[src/rtl/bcd_adder_nd_seq.sv]
// N-digit BCD adder: button-driven operand entry FSM feeding a digit-serial (LSD first) add datapath.
// Optional BCD_SUB_EN macro adds nine's-complement subtraction selected by the sub input.
module bcd_adder_nd_seq #(
  parameter int NDIGITS = 2,
  parameter int SELW    = 3
) (
  input  logic                   clk,
  input  logic                   reset_n,
  input  logic [4*NDIGITS-1:0]   din,
  input  logic                   cin_sw,
  input  logic                   sub,
  input  logic                   next_btn,
  output logic [4*NDIGITS+3:0]   rslt,
  output logic                   out_of_range,
  output logic                   busy,
  output logic                   done,
  output logic [SELW-1:0]        out_mux_sel,
  output logic [4*NDIGITS-1:0]   a_out,
  output logic [4*NDIGITS-1:0]   b_out,
  output logic                   cin_out
);

`ifdef BCD_SUB_EN
  localparam bit SUB_EN = 1'b1;
`else
  localparam bit SUB_EN = 1'b0;
`endif

  typedef enum logic [2:0] {
    S_A    = 3'd0,
    S_B    = 3'd1,
    S_CIN  = 3'd2,
    S_CALC = 3'd3,
    S_SHOW = 3'd4
  } state_t;

  state_t               r_state;
  logic [4*NDIGITS-1:0] r_a;
  logic [4*NDIGITS-1:0] r_b;
  logic                 r_cin;
  logic                 r_sub;
  logic                 r_carry;
  logic [3:0]           r_idx;
  logic [4*NDIGITS+3:0] r_rslt;
  logic                 r_oor;
  logic                 r_busy;
  logic                 r_done;

  // next_btn is a one-cycle strobe with no ready/ack: it is acted on only in the
  // entry/show states, and any strobe arriving during S_CALC is dropped.
  logic       w_sub_req;
  logic       w_cin_eff;
  logic       w_oor;
  logic       w_last;
  logic [3:0] w_a_dig;
  logic [3:0] w_b_raw;
  logic [3:0] w_b_dig;
  logic [4:0] w_sum;
  logic       w_gt9;
  logic [3:0] w_dig;

  function automatic logic any_gt9(input logic [4*NDIGITS-1:0] v);
    logic r;
    r = 1'b0;
    for (int i = 0; i < NDIGITS; i++) begin
      if (v[4*i +: 4] > 4'd9) r = 1'b1;
    end
    return r;
  endfunction

  assign w_sub_req = SUB_EN & sub;
  assign w_cin_eff = w_sub_req ? 1'b1 : cin_sw;
  assign w_oor     = any_gt9(r_a) | any_gt9(r_b);
  assign w_last    = (r_idx == 4'(NDIGITS-1));

  assign w_a_dig = r_a[int'(r_idx)*4 +: 4];
  assign w_b_raw = r_b[int'(r_idx)*4 +: 4];
  // Subtraction adds the nine's complement of B with a forced carry-in of 1.
  assign w_b_dig = r_sub ? (4'd9 - w_b_raw) : w_b_raw;
  assign w_sum   = {1'b0, w_a_dig} + {1'b0, w_b_dig} + {4'b0, r_carry};
  assign w_gt9   = (w_sum > 5'd9);
  assign w_dig   = w_gt9 ? (w_sum[3:0] + 4'd6) : w_sum[3:0];

  always_ff @(posedge clk) begin
    if (!reset_n) begin
      r_state <= S_A;
      r_a     <= '0;
      r_b     <= '0;
      r_cin   <= 1'b0;
      r_sub   <= 1'b0;
      r_carry <= 1'b0;
      r_idx   <= '0;
      r_rslt  <= '0;
      r_oor   <= 1'b0;
      r_busy  <= 1'b0;
      r_done  <= 1'b0;
    end else begin
      r_done <= 1'b0;
      case (r_state)
        S_A: begin
          if (next_btn) begin
            r_a     <= din;
            r_state <= S_B;
          end
        end
        S_B: begin
          if (next_btn) begin
            r_b     <= din;
            r_state <= S_CIN;
          end
        end
        S_CIN: begin
          if (next_btn) begin
            r_cin  <= w_cin_eff;
            r_sub  <= w_sub_req;
            r_rslt <= '0;
            if (w_oor) begin
              r_oor   <= 1'b1;
              r_done  <= 1'b1;
              r_state <= S_SHOW;
            end else begin
              r_oor   <= 1'b0;
              r_idx   <= '0;
              r_carry <= w_cin_eff;
              r_busy  <= 1'b1;
              r_state <= S_CALC;
            end
          end
        end
        S_CALC: begin
          r_rslt[int'(r_idx)*4 +: 4] <= w_dig;
          r_carry <= w_gt9;
          r_idx   <= r_idx + 4'd1;
          if (w_last) begin
            r_rslt[4*NDIGITS +: 4] <= {3'b000, w_gt9};
            r_busy  <= 1'b0;
            r_done  <= 1'b1;
            r_state <= S_SHOW;
          end
        end
        S_SHOW: begin
          if (next_btn) r_state <= S_A;
        end
        default: r_state <= S_A;
      endcase
    end
  end

  assign rslt         = r_rslt;
  assign out_of_range = r_oor;
  assign busy         = r_busy;
  assign done         = r_done;
  assign out_mux_sel  = SELW'(r_state);
  assign a_out        = r_a;
  assign b_out        = r_b;
  assign cin_out      = r_cin;

endmodule
[config.mk]
export PLATFORM = sky130hd
export DESIGN_NAME = bcd_adder_nd_seq
export DESIGN_NICKNAME = d
export VERILOG_FILES = /design/src/rtl/bcd_adder_nd_seq.sv
export SDC_FILE = /design/constraint.sdc
export NUM_CORES = 1
export LEC_CHECK = 0
export CAP_MARGIN = 20
export CORE_MARGIN = 1
export CORE_UTILIZATION = 40
export DETAILED_ROUTE_END_ITERATION = 7
export MAX_ROUTING_LAYER = met4
export PLACE_DENSITY = 0.65
export SLEW_MARGIN = 25
export SYNTH_ARGS = -nofsm -noshare
export SYNTH_HDL_FRONTEND = slang
export SYNTH_SLANG_ARGS = --single-unit
export TNS_END_PERCENT = 20
[constraint.sdc]
create_clock -name clk -period 4.11 [get_ports clk]
set_input_delay 0.411 -clock clk [delete_from_list [all_inputs] [get_ports clk]]
set_output_delay 0.411 -clock clk [all_outputs]
set_load 0.02 [all_outputs]
* Word level (Yosys, flattened, before mapping)
Cells that the tools add are included.
** Word-level totals
- Output and inout port bits :: 35
- Flip-flop bits (word level) :: 40
- Logic and storage cells :: 75
- Input port bits :: 13
** Cells by class
- $lt $le $gt $ge :: 5
- Shift operators :: 4
- Equal/unequal tests :: 11
- Multiplexer cells :: 30
- Bitwise gates (word level) :: 1
- Reduce and logical (&&, ||, !) cells :: 9
- $add $sub $neg :: 5
** Operator list (count)
- 6-bit negation with 33-bit output :: 1
- 4-bit by 33-bit variable shift with 12-bit output, first input constant :: 1
- 4-bit by 33-bit variable part select with 12-bit output :: 1
- 12-bit one-hot mux with 2 select lines :: 1
- 3-bit 2-to-1 mux :: 6
- 4-bit > comparator, second input constant :: 4
- 4-bit 2-to-1 mux :: 4
- 8-bit by 7-bit variable part select with 4-bit output :: 2
- 3-bit one-hot mux with 5 select lines :: 1
- 12-bit bitwise mux :: 1
- 1-bit 2-to-1 mux :: 12
- 12-bit 2-to-1 mux :: 1
- 2-bit != test, second input constant :: 6
- 4-bit one-hot mux with 2 select lines :: 1
- 2-bit AND reduction :: 4
- 3-bit by 2-bit equality test with 1-bit output, second input constant :: 2
- 1-bit one-hot mux with 2 select lines :: 3
- 4-bit by 4-bit adder with 5-bit output :: 1
- 5-bit by 1-bit adder with 5-bit output :: 1
- 5-bit by 4-bit > comparator with 1-bit output, second input constant :: 1
- 5-bit AND reduction :: 1
- 4-bit by 1-bit adder with 4-bit output, second input constant :: 1
- 4-bit by 3-bit adder with 4-bit output, second input constant :: 1
- 4-bit by 1-bit equality test with 1-bit output, second input constant :: 1
- other kinds (7) :: 7

* Longest topological paths before layout
- Word-level depth :: 9
- Gate-level depth with buffers :: 14
- Depth with buffers taken out :: 13

* Least setup slack after synthesis
OpenSTA, ideal clock, no wires.
- Path type :: register -> register
- From :: register r_idx[0]
- To :: register r_rslt[10], in the netlist rslt[10]
- Cell stages (with the launch flop) :: 13
- Arrival time :: 3.314 ns
- Data required time :: 4.040 ns
- Clock period less this slack :: 3.384 ns
- Path slack :: 0.726 ns
- Cell sequence :: dfxtp_1 buf_2 buf_2 mux2i_1 nor2_1 fa_1 inv_1 fa_1 ha_1 a32o_2 o311ai_4 mux2_4 o2bb2ai_1
** Between the ends
- Word-level cells in the longest chain between the ends :: 9
** Ends and longest elaborated chain
- start, declared :: line 43 : logic [3:0] r_idx;
- start signal, assigned :: line 133 : r_idx <= r_idx + 4'd1;
- 8-bit by 7-bit variable part select with 4-bit output (on tied branches) :: line 76, 77
- 4-bit by 4-bit adder with 5-bit output :: line 80 : assign w_sum = {1'b0, w_a_dig} + {1'b0, w_b_dig} + {4'b0, r_carry};
- 5-bit by 1-bit adder with 5-bit output :: line 80
- 4-bit by 3-bit adder with 4-bit output / 5-bit by 4-bit > comparator with 1-bit output (equally long branches) :: line 82, 81
- 4-bit 2-to-1 mux :: line 82 : assign w_dig = w_gt9 ? (w_sum[3:0] + 4'd6) : w_sum[3:0];
- 4-bit by 33-bit variable part select with 12-bit output :: line 131 : r_rslt[int'(r_idx)*4 +: 4] <= w_dig;
- 12-bit bitwise mux :: line 131
- 4-bit 2-to-1 mux (*) :: line 134 : if (w_last) begin
- 12-bit one-hot mux with 2 select lines (*) :: line 99 : case (r_state)
- end signal, assigned by index :: line 131
- end signal, assigned by index :: line 135 : r_rslt[4*NDIGITS +: 4] <= {3'b000, w_gt9};
- end, declared :: line 44 : logic [4*NDIGITS+3:0] r_rslt;
Mark *: on every way between the ends. The rest lies on a longest branch, timed or not.
A chain may end at the register's enable or synchronous reset.

* Worst setup path in the final report
Same ends and word-level chain as after synthesis.

==> impl_metrics.yaml <==
timing:
  final_hold_viol_count: 0
  skew_ns: 0.004200
  rsz0062_at_grt: "no"
  max_freq_mhz: 271.3
  whs_ns: 0.4625
  post-route-period-util: 0.8968
  layout_min_cycle_time_ns: 3.686
  setup-tns-final_ns: 0
  final_max_slew_viol_count: 0
  tightest_slew_ns: 0.8634
  maxSlewHeadroom: 0.4200
  setup_violations: 0
setup_path:
  slowest_delay_ns: 0.67
  worst-path-max-fanout: 10
  reg2reg_to: "rslt[10]"
  crit_family: "adder cells"
  rr_startpoint: "r_idx[0]"
  crit_type: "reg -> reg"
  ff2ff_path_depth: 10
  arrival_ns: 3.92
  cp_slowest_cell: "dfxtp_1"
  r2r_slack_ns: 0.42
  crit_path_frequent_cell: "fa_1"
  path_buf_inv: 1
  critPathLaunchType: "flip-flop"
  crit_path_end_kind: "flip-flop"
  worstPathCellList: "mux2i_1 -> nor2_1 -> fa_1 -> inv_1 -> fa_1 -> ha_1 -> a32o_2 -> o311ai_4 -> mux2_4 -> o2bb2ai_1"
  required_ns: 4.34
run:
  cap_violations: 0
routing:
  drt_iter0_markers: 109
  routedWlPerCell_um: 14.64
  vias: 2098
  drc: 0
  via_per_inst: 5.478
  drtPass1Iterations: 4
  ant_nets: 0
  wirelength_um: 5607
synth:
  yosys.cell_types.count: 51
  yosys_warnings: 0
  synth-async-reset-ratio: 0
  synth_ff_type: "dfxtp_1"
  yosysSeqAreaShare: 0.3666
  synth_edf_count: 0
  synth_area_mm2: 0.002185
  syn_inst: 268
  synth_nets: 292
  avgSynthCellArea_um2: 8.151
  synth_seq_cells: 40
placement:
  io_buffers: 46
  place_hpwl_um: 4107
  place.gp.congestion: 0.8411
clock_network:
  post_cts_resized: 0
  cts_root_buffer: "clkbuf_8"
  cts.sinks: 40
  worstSkewPairLatency_ns: 0.30
  cts_tree: "done"
  htreeDepth: 2
  cts_buffer_depth: 2
  cts_buffers: 5
  clkTransAtPathRegs_ns: 0.08
  hold_buffers: 0
  cts_setup_buffers: 0
power:
  seqPwrFrac: 0.488
  p_sw_frac: 0.2915
  finalPower_uw: 851.3
  comb_power_share: 0.187
  switchingPower_uw: 248.2
  vdd_ir_drop_max_mv: 0.2488
  p_int_uw: 603.1
  power.density_mw_per_mm2: 304.7
  p_clk_frac: 0.325
  p_leak_nw: 1.038
hold_path:
  min_path_cells: 2
  hold_start: "rslt[2]"
  holdCritPathClass: "reg -> reg"
  hold_end: "rslt[2]"
cells_and_area:
  nets: 336
  diodes: 0
  postLayoutCoreUtil: 0.5402
  drive_above_1_share: 0.05431
  area_growth_pct: 27.89
floorplanning:
  rows: 26
  die_x_um: 75.90
  num_io_pins: 48
  fp.dieArea_mm2: 0.005761
  start_util: 0.4224
  design.core.area_mm2: 0.005172
  fp.dieH_um: 75.90
global_route:
  grt_overflow: 0
  grt_first_pass_wirelength_um: 9370
  grt_pass1_vias: 1986
  antenna_found_initial: 0
  grt_use_total: 0.2060
  grt_max_degree: 29
outcome:
  status: "finished clean"
## power by group through the flow
| stage | Combinational [mW] | Clock (mW) | Sequential [mW] |
|---|---|---|---|
| after CTS | 0.160 | 0.281 | 0.416 |
| final | 0.159 | 0.276 | 0.416 |
| after global routing | 0.175 | 0.300 | 0.418 |
| after global placement | 0.158 | 0 | 0.425 |
| after detailed placement | 0.159 | 0 | 0.425 |
| after floorplan | 0.0926 | 0 | 0.432 |
## layout by cell type, fill, tap and decap left out, drive strengths merged, types with 3 or more instances in the layout
cell / instances
a21oi: 33
and3: 5
clkbuf: 6
clkdlybuf4s50: 46
dfxtp: 40
ha: 9
inv: 9
mux2i: 9
nand2: 44
nand2b: 3
nand3: 11
nand4: 10
nor2: 13
nor2b: 6
nor3: 3
o21a: 3
o21ai: 16
o311ai: 3
or3: 3
## cell type report
type                    instances  area (µm²)
fillers                       491        2379
multi-input cells             208        1304
flip-flops and latches         40       800.8
repair buffers                 48       475.5
well taps                      70       87.58
clock buffers                   6       82.58
inverters                       9       33.78
clock inverters                 2       10.01
## registers in the layout, summed over array words and instances (netlist names)
name,cells
out_mux_sel,3
busy,1
r_idx,4
out_of_range,1
cin_out,1
a_out,8
b_out,8
r_carry,1
rslt,12
done,1
## synth_stat cells, types with 3 or more instances
cell type | n | share of area
a21oi_1 | 33 | 0.076
o21a_1 | 3 | 0.010
nor3_1 | 3 | 0.0069
nor2_1 | 13 | 0.022
mux2i_1 | 9 | 0.041
inv_1 | 8 | 0.014
or3_1 | 3 | 0.0086
buf_2 | 4 | 0.0092
nand2b_1 | 3 | 0.0086
nand4_1 | 10 | 0.029
ha_1 | 9 | 0.052
o21ai_0 | 7 | 0.016
dfxtp_1 | 40 | 0.37
clkbuf_1 | 7 | 0.012
nand2_1 | 44 | 0.076
nand3_1 | 11 | 0.025
and3_1 | 4 | 0.011
nor2b_1 | 6 | 0.017
o21ai_1 | 9 | 0.021
## worst reg2reg max path: stages (launching register included)
cell and delay [ns]:
dfxtp_1 0.67, mux2i_1 0.31, nor2_1 0.09, fa_1 0.39
inv_1 0.09, fa_1 0.54, ha_1 0.28, a32o_2 0.26
o311ai_4 0.49, mux2_4 0.37, o2bb2ai_1 0.13
## routing by layer
metal,global-route usage,wire (µm),vias to the layer above
met3,0.04096,267,6
li1,-,-,1047
met5,-,0,-
met1,0.2534,2613,980
met2,0.3445,2668,65
met4,0.05385,57,0
## worst max-delay path by stage
stage	start	to	cells after the start
floorplan	r_idx[0]	rslt[10]	12
global placement	r_idx[0]	rslt[10]	10
detailed placement	r_idx[0]	rslt[10]	10
CTS	r_idx[0]	rslt[10]	10
global route	r_idx[0]	rslt[6]	12
finish	r_idx[0]	rslt[10]	10
## cells by family after synthesis
logic type / synth area share
AO/OA/AOI/OAI: 0.2062
XOR/XNOR: 0.01203
adder cells (fa/ha/maj): 0.06988
buffers and inverters: 0.03666
flip-flops: 0.3666
multiplexers: 0.04811
AND/OR/NAND/NOR: 0.2606
## through the flow
step                      instances  cell area (µm²)  setup slack, ns
after floorplan                 268             2185           0.7259
after global placement          375             2701           0.5533
after detailed placement        375             2701           0.4700
after CTS                       383             2794           0.4464
after global routing            383             2794           0.2005
final                           383             2794           0.4243
Note: power is estimated with default switching activity, not from simulation.
